## src/rtl/fc_layer_pkg.sv

```systemverilog
// Shared definitions for the fully-connected stage: FSM state encoding,
// default geometry and the DRAM layer base addresses used across the LeNet flow.
package fc_layer_pkg;

    typedef enum logic [2:0] {
        S_IDLE = 3'd0,
        S_RD_B = 3'd1,
        S_RD_X = 3'd2,
        S_RD_W = 3'd3,
        S_MAC  = 3'd4,
        S_WR   = 3'd5,
        S_DONE = 3'd6
    } state_t;

    localparam int FC_DATA_WIDTH = 32;
    localparam int FC_ADDR_WIDTH = 18;
    localparam int FC_FRAC_BITS  = 16;
    localparam int FC_N_IN       = 256;
    localparam int FC_N_OUT      = 10;

    localparam int LENET_FC_IN_BASE  = 0;
    localparam int LENET_FC_W_BASE   = 4096;
    localparam int LENET_FC_B_BASE   = 8192;
    localparam int LENET_FC_OUT_BASE = 12288;

endpackage

```

## src/rtl/fc_mac.sv

```systemverilog
// Saturating fixed-point multiply-accumulate for fc_layer.
// Build option FC_RELU_EN clamps negative results to zero.
module fc_mac
    import fc_layer_pkg::*;
#(
    parameter int DATA_WIDTH = FC_DATA_WIDTH,
    parameter int FRAC_BITS  = FC_FRAC_BITS
) (
    input  logic                         clk,
    input  logic                         srstn,
    input  logic                         clear,
    input  logic                         load_bias,
    input  logic                         accumulate,
    input  logic signed [DATA_WIDTH-1:0] bias,
    input  logic signed [DATA_WIDTH-1:0] x,
    input  logic signed [DATA_WIDTH-1:0] w,
    output logic        [DATA_WIDTH-1:0] result
);

    localparam int AW = 2 * DATA_WIDTH;

    logic signed [AW-1:0]         acc_r;
    logic signed [AW-1:0]         prod_s;
    logic signed [AW-1:0]         bias_s;
    logic signed [AW:0]           sum_s;
    logic signed [AW-1:0]         sum_sat_s;
    logic signed [AW-1:0]         shr_s;
    logic        [DATA_WIDTH-1:0] res_sat_s;

    // Product, bias alignment and saturating accumulate.
    always_comb begin
        prod_s = AW'(x) * AW'(w);
        bias_s = AW'(bias) <<< FRAC_BITS;
        sum_s  = (AW + 1)'(acc_r) + (AW + 1)'(prod_s);
        if (sum_s[AW] != sum_s[AW-1]) begin
            sum_sat_s = sum_s[AW] ? {1'b1, {(AW - 1){1'b0}}} : {1'b0, {(AW - 1){1'b1}}};
        end else begin
            sum_sat_s = sum_s[AW-1:0];
        end
    end

    // Accumulator register.
    always_ff @(posedge clk or posedge srstn) begin
        if (srstn) begin
            acc_r <= {AW{1'b0}};
        end else if (clear) begin
            acc_r <= {AW{1'b0}};
        end else if (load_bias) begin
            acc_r <= bias_s;
        end else if (accumulate) begin
            acc_r <= sum_sat_s;
        end else begin
            acc_r <= acc_r;
        end
    end

    // Drop the fraction, then clamp into the word range.
    always_comb begin
        shr_s = acc_r >>> FRAC_BITS;
        if ((&shr_s[AW-1:DATA_WIDTH-1]) || !(|shr_s[AW-1:DATA_WIDTH-1])) begin
            res_sat_s = shr_s[DATA_WIDTH-1:0];
        end else if (shr_s[AW-1]) begin
            res_sat_s = {1'b1, {(DATA_WIDTH - 1){1'b0}}};
        end else begin
            res_sat_s = {1'b0, {(DATA_WIDTH - 1){1'b1}}};
        end
`ifdef FC_RELU_EN
        result = res_sat_s[DATA_WIDTH-1] ? {DATA_WIDTH{1'b0}} : res_sat_s;
`else
        result = res_sat_s;
`endif
    end

endmodule

```

## src/rtl/fc_layer.sv

```systemverilog
// Fully-connected LeNet stage: streams bias, inputs and weights from DRAM and
// writes N_OUT fixed-point dot products back (FC_RELU_EN selects ReLU output in fc_mac).
module fc_layer
    import fc_layer_pkg::*;
#(
    parameter int DATA_WIDTH = FC_DATA_WIDTH,
    parameter int ADDR_WIDTH = FC_ADDR_WIDTH,
    parameter int FRAC_BITS  = FC_FRAC_BITS,
    parameter int N_IN       = FC_N_IN,
    parameter int N_OUT      = FC_N_OUT,
    parameter int IN_BASE    = LENET_FC_IN_BASE,
    parameter int W_BASE     = LENET_FC_W_BASE,
    parameter int B_BASE     = LENET_FC_B_BASE,
    parameter int OUT_BASE   = LENET_FC_OUT_BASE
) (
    input  logic                  clk,
    input  logic                  srstn,
    input  logic                  enable,
    input  logic                  dram_valid,
    input  logic [DATA_WIDTH-1:0] data_in,
    output logic [DATA_WIDTH-1:0] data_out,
    output logic [ADDR_WIDTH-1:0] addr_in,
    output logic [ADDR_WIDTH-1:0] addr_out,
    output logic                  dram_en_wr,
    output logic                  dram_en_rd,
    output logic                  done
);

    localparam logic [ADDR_WIDTH-1:0] IN_A   = ADDR_WIDTH'(IN_BASE);
    localparam logic [ADDR_WIDTH-1:0] W_A    = ADDR_WIDTH'(W_BASE);
    localparam logic [ADDR_WIDTH-1:0] B_A    = ADDR_WIDTH'(B_BASE);
    localparam logic [ADDR_WIDTH-1:0] OUT_A  = ADDR_WIDTH'(OUT_BASE);
    localparam logic [ADDR_WIDTH-1:0] LAST_I = ADDR_WIDTH'(N_IN - 1);
    localparam logic [ADDR_WIDTH-1:0] LAST_O = ADDR_WIDTH'(N_OUT - 1);

    state_t                  state_r, state_nx;
    logic [ADDR_WIDTH-1:0]   i_r, o_r, wptr_r;
    logic [DATA_WIDTH-1:0]   x_r, w_r, result_s;
    logic                    en_rd_r, en_wr_r, done_r;
    logic [DATA_WIDTH-1:0]   data_out_r;
    logic [ADDR_WIDTH-1:0]   addr_in_r, addr_out_r, rd_addr_s;
    logic issue_s, accept_s, abort_s, clear_s, load_bias_s, acc_en_s;
    logic wr_s, inc_i_s, inc_o_s, latch_x_s, latch_w_s;

    // State register.
    always_ff @(posedge clk or posedge srstn) begin
        if (srstn) begin
            state_r <= S_IDLE;
        end else begin
            state_r <= state_nx;
        end
    end

    // Next state and datapath controls; a read is issued only when none is pending.
    always_comb begin
        state_nx = state_r;
        issue_s = 1'b0; accept_s = 1'b0; abort_s = 1'b0; clear_s = 1'b0;
        load_bias_s = 1'b0; acc_en_s = 1'b0; wr_s = 1'b0; inc_i_s = 1'b0;
        inc_o_s = 1'b0; latch_x_s = 1'b0; latch_w_s = 1'b0;
        rd_addr_s = {ADDR_WIDTH{1'b0}};
        case (state_r)
            S_IDLE: begin
                clear_s = 1'b1;
                if (enable) state_nx = S_RD_B;
                else        state_nx = S_IDLE;
            end
            S_RD_B, S_RD_X, S_RD_W: begin
                if (state_r == S_RD_B)      rd_addr_s = B_A + o_r;
                else if (state_r == S_RD_X) rd_addr_s = IN_A + i_r;
                else                        rd_addr_s = wptr_r;
                if (!enable) begin
                    abort_s  = 1'b1;
                    state_nx = S_IDLE;
                end else if (!en_rd_r) begin
                    issue_s = 1'b1;
                end else if (dram_valid) begin
                    accept_s = 1'b1;
                    case (state_r)
                        S_RD_B:  begin load_bias_s = 1'b1; state_nx = S_RD_X; end
                        S_RD_X:  begin latch_x_s = 1'b1;   state_nx = S_RD_W; end
                        S_RD_W:  begin latch_w_s = 1'b1;   state_nx = S_MAC;  end
                        default: state_nx = S_IDLE;
                    endcase
                end else begin
                    state_nx = state_r;
                end
            end
            S_MAC: begin
                if (!enable) begin
                    abort_s  = 1'b1;
                    state_nx = S_IDLE;
                end else if (i_r == LAST_I) begin
                    acc_en_s = 1'b1;
                    state_nx = S_WR;
                end else begin
                    acc_en_s = 1'b1;
                    inc_i_s  = 1'b1;
                    state_nx = S_RD_X;
                end
            end
            S_WR: begin
                if (!enable) begin
                    abort_s  = 1'b1;
                    state_nx = S_IDLE;
                end else if (o_r == LAST_O) begin
                    wr_s     = 1'b1;
                    state_nx = S_DONE;
                end else begin
                    wr_s     = 1'b1;
                    inc_o_s  = 1'b1;
                    state_nx = S_RD_B;
                end
            end
            S_DONE: begin
                if (enable) state_nx = S_DONE;
                else        state_nx = S_IDLE;
            end
            default: state_nx = S_IDLE;
        endcase
    end

    // Loop counters, weight pointer and operand latches.
    always_ff @(posedge clk or posedge srstn) begin
        if (srstn) begin
            i_r <= {ADDR_WIDTH{1'b0}}; o_r <= {ADDR_WIDTH{1'b0}}; wptr_r <= {ADDR_WIDTH{1'b0}};
            x_r <= {DATA_WIDTH{1'b0}}; w_r <= {DATA_WIDTH{1'b0}};
        end else begin
            if (clear_s || load_bias_s) i_r <= {ADDR_WIDTH{1'b0}};
            else if (inc_i_s)           i_r <= i_r + 1'b1;
            else                        i_r <= i_r;
            if (clear_s)      o_r <= {ADDR_WIDTH{1'b0}};
            else if (inc_o_s) o_r <= o_r + 1'b1;
            else              o_r <= o_r;
            // Weights are contiguous across outputs, so the pointer never rewinds mid-layer.
            if (clear_s)       wptr_r <= W_A;
            else if (acc_en_s) wptr_r <= wptr_r + 1'b1;
            else               wptr_r <= wptr_r;
            x_r <= latch_x_s ? data_in : x_r;
            w_r <= latch_w_s ? data_in : w_r;
        end
    end

    // Registered DRAM port and done.
    always_ff @(posedge clk or posedge srstn) begin
        if (srstn) begin
            en_rd_r <= 1'b0; addr_in_r <= {ADDR_WIDTH{1'b0}};
            en_wr_r <= 1'b0; addr_out_r <= {ADDR_WIDTH{1'b0}};
            data_out_r <= {DATA_WIDTH{1'b0}}; done_r <= 1'b0;
        end else begin
            if (issue_s) begin
                en_rd_r <= 1'b1; addr_in_r <= rd_addr_s;
            end else if (accept_s || abort_s) begin
                en_rd_r <= 1'b0; addr_in_r <= {ADDR_WIDTH{1'b0}};
            end else begin
                en_rd_r <= en_rd_r; addr_in_r <= addr_in_r;
            end
            en_wr_r    <= wr_s;
            data_out_r <= wr_s ? result_s : {DATA_WIDTH{1'b0}};
            addr_out_r <= wr_s ? (OUT_A + o_r) : {ADDR_WIDTH{1'b0}};
            done_r     <= (state_nx == S_DONE);
        end
    end

    fc_mac #(
        .DATA_WIDTH (DATA_WIDTH),
        .FRAC_BITS  (FRAC_BITS)
    ) u_mac (
        .clk        (clk),
        .srstn      (srstn),
        .clear      (clear_s),
        .load_bias  (load_bias_s),
        .accumulate (acc_en_s),
        .bias       (data_in),
        .x          (x_r),
        .w          (w_r),
        .result     (result_s)
    );

    assign dram_en_rd = en_rd_r;
    assign addr_in    = addr_in_r;
    assign dram_en_wr = en_wr_r;
    assign addr_out   = addr_out_r;
    assign data_out   = data_out_r;
    assign done       = done_r;

endmodule

```

## config.mk

```make
export PLATFORM = sky130hd
export DESIGN_NAME = fc_layer
export DESIGN_NICKNAME = d
export VERILOG_FILES = /design/src/rtl/fc_layer_pkg.sv /design/src/rtl/fc_mac.sv /design/src/rtl/fc_layer.sv
export SDC_FILE = /design/constraint.sdc
export NUM_CORES = 2
export LEC_CHECK = 0
export ABC_AREA = 1
export CAP_MARGIN = 20
export CORE_ASPECT_RATIO = 0.5
export CORE_MARGIN = 2
export CORE_UTILIZATION = 30
export CTS_CLUSTER_DIAMETER = 60
export CTS_CLUSTER_SIZE = 8
export DETAILED_ROUTE_END_ITERATION = 16
export GPL_TIMING_DRIVEN = 0
export MAX_ROUTING_LAYER = met4
export PLACE_DENSITY_LB_ADDON = 0.3
export SLEW_MARGIN = 20
export SYNTH_ARGS = -nofsm -noshare
export SYNTH_HDL_FRONTEND = slang
export SYNTH_HIERARCHICAL = 1
export SYNTH_SLANG_ARGS = --single-unit
```

## constraint.sdc

```tcl
create_clock -name clk -period 11.3 [get_ports clk]
set_input_delay 1.13 -clock clk [delete_from_list [all_inputs] [get_ports clk]]
set_output_delay 1.13 -clock clk [all_outputs]
set_load 0.01 [all_outputs]
```

==> results_dict.tcl <==
set metrics [dict create \
    finalClockSkew_ns 0.0307 \
    grt_first_pass_wirelength_mm 320 \
    synth_area_sq_mm 0.0550 \
    place_hpwl_mm 189 \
    slew_headroom_pct 11.3 \
    crit_arrival_ns 10.17 \
    syn2layout_area_growth_pct 10.5 \
    max_cap_violations 0 \
    hp-class "reg2reg" \
    drt-vias-per-instance 4.75 \
    swShare_pct 55.2 \
    post_cts_resized 0 \
    via_count 45400 \
    pwr-share-comb_pct 61.7 \
    p_seq_share_pct 18.4 \
    worst_pin_slew_ns 1.33 \
    clock_path_buffers 3 \
    ys_seq_area_share_pct 11.6 \
    synth.area.top_cells "fa_1, inv_1, nand2_1" \
    globalRouteOverflowTotal 0 \
    worstSetupPathType "reg2reg" \
    grt_start_max_net_pins 83 \
    cts.sinks 256 \
    timing.hold.ws_ns 0.476 \
    final_common_cell "inv_1" \
    row_count 111 \
    cts_root_buffer "clkbuf_16" \
    synth.avg_cell_area_sq_um 7.92 \
    synthesis.instances 6949 \
    yosysWarnings 6 \
    synth_nets 8434 \
    htreeDepth 2 \
    rsz0062_at_grt "no" \
    antenna_found_initial 9 \
    power_density_mw_per_mm2 109 \
    drtPass1Iterations 6 \
    cpMaxStageDelayCell "fa_1" \
    cts_buffers 45 \
    period_share_pct 85.6 \
    status "finished, final reports clean" \
    hold_buffers 0 \
    intPower_mw 2.96 \
    fmax_mhz 103 \
    drc 0 \
    initial_core_util_pct 30.1 \
    fillers 19700 \
    critical_path.startpoint_type "flip-flop" \
    drtIter0Drc 4497 \
    synthDistinctLibCells 51 \
    crit_path_end_kind "flip-flop" \
    gr-usage-all-layers_pct 24.4 \
    slew_viol_final 0 \
    grt_pass1_vias 46200 \
    period_minus_slack_ns 9.67 \
    post_cts_buffers 0 \
    die-area_sq_mm 0.187 \
    synth_top_area_share_pct 44.4 \
    cp_slowest_stage_delay_ns 0.90 \
    cpMostUsedCell "nand2_1" \
    core_sq_mm 0.183 \
    post_drt_wl_per_cell_microns 22.9 \
    setup_violations 0 \
    mostFrequentLayoutCells "inv_1, nand2_1, fa_1" \
    finalSetupTns_ns 0 \
    clk_pin_slew_ns 0.05 \
    portBuffers 106 \
    clkLatencyLatePin_ns 0.61 \
    ir_drop_mv 0.136 \
    die_y_microns 307 \
    finalHoldViolCount 0 \
    final_layout_size_suffix_gt1_share_pct 3.17 \
    pwr-share-clk_pct 19.9 \
    ys_ff_latch 256 \
    crit_fanout 10 \
    p_leak_nw 34.5 \
    p_sw_mw 3.65 \
    yosysTopAreaCell "fa_1" \
    pin_count 107 \
    antenna_left 0 \
    required_ns 11.79 \
    gp_congestion 1.04 \
    tritoncts "yes" \
    wirelength_mm 219 \
    finalNetCount 8596 \
    die_w_microns 610 \
]
==> logic make-up (layout without fill, tap and decap cells) <==
logic type	count (synthesis)	after routing	synth area share [%]
AO/OA/AOI/OAI	358	358	3.49
adder cells (fa/ha/maj)	1449	1449	49.6
XOR/XNOR	61	61	0.971
flip-flops	256	256	11.6
buffers and inverters	2271	2451	15.6
AND/OR/NAND/NOR	2554	2554	18.7
other	0	7	0
==> power groups by stage <==
stage	Combinational (mW)	Sequential (mW)	Clock, mW
floorplan	2.27	1.13	0
CTS	4.03	1.21	1.34
global route	4.41	1.22	1.38
detailed placement	3.99	1.22	0
finish	4.08	1.22	1.31
global placement	3.96	1.22	0
==> synthesized netlist by cell type, drive strengths merged <==
cell,instances
nand3b,6
o41ai,1
nand4,47
nor2,368
nor3,25
a21oi,105
a311oi,1
clkbuf,247
dfrtp,256
nand2b,1
nand3,167
buf,28
o211ai,10
inv,1995
xor2,30
xnor2,31
fa,1222
or2,14
nand2,1920
ha,227
o22ai,1
o21a,2
a31oi,3
a21boi,2
o21ai,213
clkinv,1
and2,2
o21bai,15
nor4,4
a21o,5
==> per-stage QoR <==
step	worst slack, ns	power, mW	instance area [sq um]	utilization, %	instances
floorplan	3.07	3.40	55000	-	6949
CTS	1.63	6.57	60800	33.2	9557
finish	1.63	6.61	60800	33.3	9565
global placement	0.185	5.18	59100	32.4	9484
detailed placement	1.67	5.22	59400	32.5	9492
global route	1.19	7.00	60800	33.3	9563
==> critical path, delay by kind of cell, from the launching register on <==
family,cells,cell delay [ns]
flops,1,0.50
fa+ha+maj,9,5.52
compound gates,3,0.51
simple gates,12,1.35
buf+inv,7,1.62
==> registers in the layout (all words and copies together) (netlist names) <==
signal       flops
u_mac/acc_r     64
data_out        32
w_r             32
x_r             32
addr_in         18
addr_out        18
i_r             18
o_r             18
wptr_r          18
state_r          3
done             1
dram_en_rd       1
dram_en_wr       1
==> routing by layer <==
layer	track usage, %	routed length (microns)	vias to the layer above
met1	33.3	94500	23200
met3	5.87	22400	359
met5	-	0	-
met2	35.1	92300	1927
li1	-	-	19900
met4	9.02	9460	0
==> worst paths after layout <==
check / start / to / slack, ns / cells after the start
setup / recovery: x_r[31] / u_mac/acc_r[47] / 1.63 / 31
hold / removal: u_mac/acc_r[40] / u_mac/acc_r[40] / 0.48 / 2
setup reg to reg: x_r[31] / u_mac/acc_r[47] / 1.63 / 31
hold reg to reg: u_mac/acc_r[40] / u_mac/acc_r[40] / 0.48 / 2
max in group asynchronous: srstn / x_r[27] / 9.42 / 3
min in group asynchronous: srstn / u_mac/acc_r[63] / 1.02 / 2
==> cell type report <==
class / count / area (sq um) / area share, %
clock buffers: 49 / 1140 / 1.88
inverters: 1996 / 7510 / 12.4
flip-flops and latches: 256 / 6410 / 10.5
well taps: 2429 / 3040 / 5.00
multi-input cells: 4422 / 40100 / 65.9
clock inverters: 16 / 255 / 0.420
plain buffers: 275 / 1120 / 1.85
diodes: 7 / 17.5 / 0.0288
repair buffers: 115 / 1250 / 2.05
Power figures use the tool's default switching activity.
